### src/rtl/interp_sequencer.sv
// Sequencer for one NUM_PIXEL x NUM_PIXEL subpixel-interpolation block: row fetch, H/V passes, aligned load strobes.
// Optional macro INTERP_SKIP_VPASS_EN: with frac_y==0 the horizontal pass writes the output directly.
module interp_sequencer #(
  parameter int unsigned NUM_PIXEL = 8,
  parameter int unsigned FIR_LAT   = 2
) (
  input  logic       clk,
  input  logic       rst,
  input  logic       start,
  input  logic [1:0] frac_x,
  input  logic [1:0] frac_y,
  input  logic       row_valid,
  output logic       row_ready,
  output logic       row_load,
  output logic [7:0] sel,
  output logic       hpass_load,
  output logic       out_load,
  output logic [2:0] out_row_idx,
  output logic [1:0] frac_x_q,
  output logic [1:0] frac_y_q,
  output logic       busy,
  output logic       done
);

  localparam int unsigned NUM_ROWS = NUM_PIXEL + 7;
  localparam int unsigned CW       = $clog2(NUM_ROWS + FIR_LAT + 1);

  typedef enum logic [2:0] {IDLE, FILL, HPASS, VPASS, DONE} state_t;

  state_t        state, state_nx;
  logic [CW-1:0] cnt, cnt_nx;
  logic          issue, issue_vphase;
  logic          skip_v;
  // Delay-line entry: {valid, vpass_phase, sel}
  logic [9:0]    pipe [FIR_LAT];
  logic          p_valid, p_vphase;
  logic [7:0]    p_idx;

`ifdef INTERP_SKIP_VPASS_EN
  assign skip_v = (frac_y_q == 2'd0);
`else
  assign skip_v = 1'b0;
`endif

  always_ff @(posedge clk) begin
    if (!rst) begin
      state    <= IDLE;
      cnt      <= '0;
      frac_x_q <= '0;
      frac_y_q <= '0;
      for (int unsigned i = 0; i < FIR_LAT; i++) pipe[i] <= '0;
    end else begin
      state <= state_nx;
      cnt   <= cnt_nx;
      if (state == IDLE && start) begin
        frac_x_q <= frac_x;
        frac_y_q <= frac_y;
      end
      pipe[0] <= {issue, issue_vphase, sel};
      for (int unsigned i = 1; i < FIR_LAT; i++) pipe[i] <= pipe[i-1];
    end
  end

  always_comb begin
    state_nx     = state;
    cnt_nx       = cnt;
    row_ready    = 1'b0;
    sel          = '0;
    issue        = 1'b0;
    issue_vphase = 1'b0;
    busy         = 1'b1;
    done         = 1'b0;
    case (state)
      IDLE: begin
        busy = 1'b0;
        if (start) begin
          state_nx = FILL;
          cnt_nx   = '0;
        end
      end
      FILL: begin
        row_ready = 1'b1;
        if (row_valid) begin
          if (cnt == CW'(NUM_ROWS - 1)) begin
            state_nx = HPASS;
            cnt_nx   = '0;
          end else begin
            cnt_nx = cnt + CW'(1);
          end
        end
      end
      HPASS: begin
        if (cnt < CW'(NUM_ROWS)) begin
          issue = 1'b1;
          sel   = 8'(cnt);
        end
        // Tail cycles let the last row drain through the FIR pipe before leaving.
        if (cnt == CW'(NUM_ROWS + FIR_LAT - 1)) begin
          state_nx = skip_v ? DONE : VPASS;
          cnt_nx   = '0;
        end else begin
          cnt_nx = cnt + CW'(1);
        end
      end
      VPASS: begin
        if (cnt < CW'(NUM_PIXEL)) begin
          issue        = 1'b1;
          issue_vphase = 1'b1;
          sel          = 8'd16 + 8'(cnt);
        end
        if (cnt == CW'(NUM_PIXEL + FIR_LAT - 1)) begin
          state_nx = DONE;
          cnt_nx   = '0;
        end else begin
          cnt_nx = cnt + CW'(1);
        end
      end
      DONE: begin
        done     = 1'b1;
        state_nx = IDLE;
      end
      default: state_nx = IDLE;
    endcase
  end

  assign row_load = row_valid & row_ready;
  assign p_valid  = pipe[FIR_LAT-1][9];
  assign p_vphase = pipe[FIR_LAT-1][8];
  assign p_idx    = pipe[FIR_LAT-1][7:0];

  assign hpass_load = p_valid & ~p_vphase;

  always_comb begin
    out_load    = 1'b0;
    out_row_idx = '0;
    if (p_valid && p_vphase) begin
      out_load    = 1'b1;
      out_row_idx = 3'(p_idx - 8'd16);
    end
`ifdef INTERP_SKIP_VPASS_EN
    else if (p_valid && skip_v && p_idx >= 8'd3 && p_idx <= 8'(NUM_PIXEL + 2)) begin
      out_load    = 1'b1;
      out_row_idx = 3'(p_idx - 8'd3);
    end
`endif
  end

endmodule

### config.mk
export PLATFORM = sky130hd
export DESIGN_NAME = interp_sequencer
export DESIGN_NICKNAME = d
export VERILOG_FILES = /design/src/rtl/interp_sequencer.sv
export SDC_FILE = /design/constraint.sdc
export NUM_CORES = 1
export LEC_CHECK = 0
export ABC_AREA = 1
export CAP_MARGIN = 20
export CORE_ASPECT_RATIO = 1.5
export CORE_UTILIZATION = 30
export CTS_CLUSTER_DIAMETER = 80
export DETAILED_ROUTE_END_ITERATION = 7
export GPL_TIMING_DRIVEN = 0
export HOLD_SLACK_MARGIN = 0.08
export PLACE_DENSITY = 0.63
export SLEW_MARGIN = 10
export SYNTH_ARGS = -nofsm -noshare
export SYNTH_HDL_FRONTEND = slang
export SYNTH_SLANG_ARGS = --single-unit
### constraint.sdc
create_clock -name clk -period 2.5 [get_ports clk]
set_input_delay 0.5 -clock clk [delete_from_list [all_inputs] [get_ports clk]]
set_output_delay 0.5 -clock clk [all_outputs]
set_load 0.05 [all_outputs]
==> flow_summary.json <==
{
  "status": "completed",
  "wire_per_inst_um": 8.77,
  "cts_inserted_buffers": 3,
  "yosys.area.top_type": "dfxtp_1",
  "synth-xor-area-share_pct": 1.60,
  "clock_skew_ns": 0.00297,
  "ant_nets": 0,
  "worst_ep_arrival_time_ns": 1.83,
  "critPathCaptureType": "output pin",
  "htreeDepth": 1,
  "totalWireLength_mm": 2.09,
  "first_pass_iters": 4,
  "clock_latency_ns": 0.26,
  "hpwl_mm": 1.61,
  "cts_root_buf": "clkbuf_8",
  "min_period_over_period_pct": 93.3,
  "cts_buffer_depth": 2,
  "drc": 0,
  "whs_path_depth": 2,
  "cp_slowest_cell": "clkdlybuf4s50_1",
  "min_period_ns": 2.33,
  "cts_tree": "done",
  "die_area_mm2": 0.00391,
  "layout.cells.non_filler": 238,
  "start_util_pct": 31.8,
  "synthMuxAreaShare_pct": 0,
  "ys_top_cells_by_count": "35 x inv_1, 34 x nand2_1, 28 x nor2_1",
  "ys_types": 20,
  "cp_top_family": "buffers and inverters",
  "ys.flop_type": "dfxtp_1",
  "holdCritPathClass": "flip-flop to flip-flop",
  "layout-drive-gt1-share_pct": 10.2,
  "r2r_start": "cnt[0]",
  "timing.rr.end": "cnt[2]",
  "cts.sinks": 22,
  "core-area_mm2": 0.00345,
  "rsz0062_at_grt": "false",
  "place_congestion": 0.778,
  "rrSetupSlack_ns": 0.93,
  "die_w_um": 51.4,
  "min-delay-start": "pipe[0][9]",
  "max_slew_margin_pct": 66.5,
  "die_height_um": 76.1,
  "portBuffers": 25,
  "grt_pass1_wl_mm": 3.77,
  "grt_max_degree": 14,
  "path_clk_slew_ns": 0.08,
  "ys_seq_elements": 22,
  "yosysWarnings": 0,
  "yosys.area_share.simple_pct": 30.4,
  "synth.most_common_cell": "inv_1",
  "final-hold-violation-count": 0,
  "holdWs_ns": 0.411,
  "first_iter_violations": 10,
  "antenna-diode-count": 0,
  "reg2regPathDepth": 9,
  "min_to": "pipe[0][19]",
  "startpoint_type": "flip-flop",
  "p_leak_nw": 0.744,
  "cts_setup_buffers": 0,
  "dp.cells": 234,
  "cp_cell_sequence": "nand2_1, nor2_2, clkdlybuf4s50_1",
  "synth_area_mm2": 0.00110,
  "ys_seq_area_share_pct": 40.1,
  "worstSetupPathType": "flip-flop to output pin",
  "boundaryPins": 29,
  "final_nets": 209,
  "final_util_pct": 42.5,
  "antenna_found_initial": 0,
  "track_usage_pct": 12.4,
  "crit_buf_inv": 1,
  "synth.top_cell.area_share_pct": 40.1,
  "synth_edf_count": 0,
  "fin_tns_setup_ns": 0,
  "synth-compound-area-share_pct": 7.18,
  "grt_pass1_vias": 933,
  "routed_via_density": 4.16,
  "setup_viol": 0,
  "cts_hold_buf": 0,
  "ys_async_sr_fraction_pct": 0,
  "fill_cells": 381,
  "ir_worst_vdd_uv": 450,
  "worst_slew_pin_slew_ns": 0.501,
  "ys_top_cells_by_area": "dfxtp_1 40%, inv_1 12%, nand2_1 12%",
  "maxCapViolations": 0,
  "max_clock_freq_ghz": 0.429,
  "critPathMaxFanout": 6,
  "overflow": 0,
  "crit_path_max_incr_delay_ns": 0.84,
  "synthCells": 165,
  "syn_avg_cell_area_um2": 6.65,
  "post_cts_resized": 11,
  "synth_top_family_by_area": "simple AND/OR/NAND/NOR gates",
  "required_ns": 2.00,
  "vias": 991,
  "row_count": 26,
  "powerDensity_mw_per_mm2": 1020,
  "area_growth_pct": 33.4,
  "drv_slew": 0,
  "synth_adder_area_share_pct": 4.56
}
[worst max-delay path by stage]
stage	depth (start not counted)	slack, ns	start	endpoint
floorplan	6	0.18	state[0]	sel[0]
global placement	8	-0.05	state[0]	sel[0]
detailed placement	8	-0.02	state[0]	sel[2]
CTS	5	0.02	state[0]	sel[4]
global route	6	0.03	state[0]	sel[3]
finish	3	0.17	state[0]	row_ready
[per-layer routing]
layer	track usage, %	routed length, um	vias up
met5	0	0	-
met4	5.68	35	0
met3	2.00	86	4
met2	22.6	1070	23
met1	13.2	899	423
li1	-	-	541
[report_power, final]
| part | internal (mW) | switching [mW] | total [mW] |
|---|---|---|---|
| clock | 0.214 | 0.116 | 0.330 |
| combinational | 0.232 | 0.489 | 0.721 |
| sequential | 0.407 | 0.0416 | 0.449 |
| total | 0.853 | 0.647 | 1.50 |
[area by class of cell]
class	instances	area, um2	area share [%]
Tap cell	42	52.6	3.59
Buffer	5	37.5	2.56
Clock buffer	3	41.3	2.82
Clock inverter	1	30.0	2.05
Multi-Input combinational cell	104	492	33.6
Timing Repair Buffer	25	235	16.1
Sequential cell	22	440	30.1
Inverter	36	135	9.23
[tightest hold or removal path, cell delays in order (launching register included)]
cell and delay, ns:
dfxtp_1 0.30, nand2_1 0.04, inv_1 0.03
[through the flow]
step                power, mW  area, um2  setup slack (ns)
finish                   1.50       1460             0.168
global route             1.61       1460            0.0281
CTS                      1.52       1480            0.0202
detailed placement       1.19       1410           -0.0209
global placement         1.18       1410           -0.0495
floorplan               0.999       1100             0.176
[cells by family after synthesis]
logic type	count (synthesis)
xor gates and xnor gates	2
other	1
DFF	22
AOI/OAI and AO/OA	15
buffers and inverters	41
and+or+nand+nor	80
adders and majority gates	4
[flip-flops by register name, indices dropped and copies added, names as in the netlist]
signal and count:
frac_x_q 2, pipe 10, cnt 5, state 3, frac_y_q 2
[layout by cell type, fill, tap and decap left out]
cell and count:
inv_1 35, nand2_1 34, nor2_1 28, dfxtp_1 22, clkdlybuf4s50_1 19, nand3_1 8, a21oi_1 7, nor2_2 4
o21ai_0 4, ha_1 4, nand2_2 3, o21ai_1 3, buf_4 3, conb_1 3, clkbuf_8 3, buf_2 3
nor3_1 2, xor2_1 2, dlygate4sd2_1 2, inv_2 1, clkbuf_1 1, nand3b_1 1, buf_6 1, o21ai_2 1
bufinv_16 1, dlymetal6s2s_1 1
No activity file was read; power rests on OpenSTA's default activity.
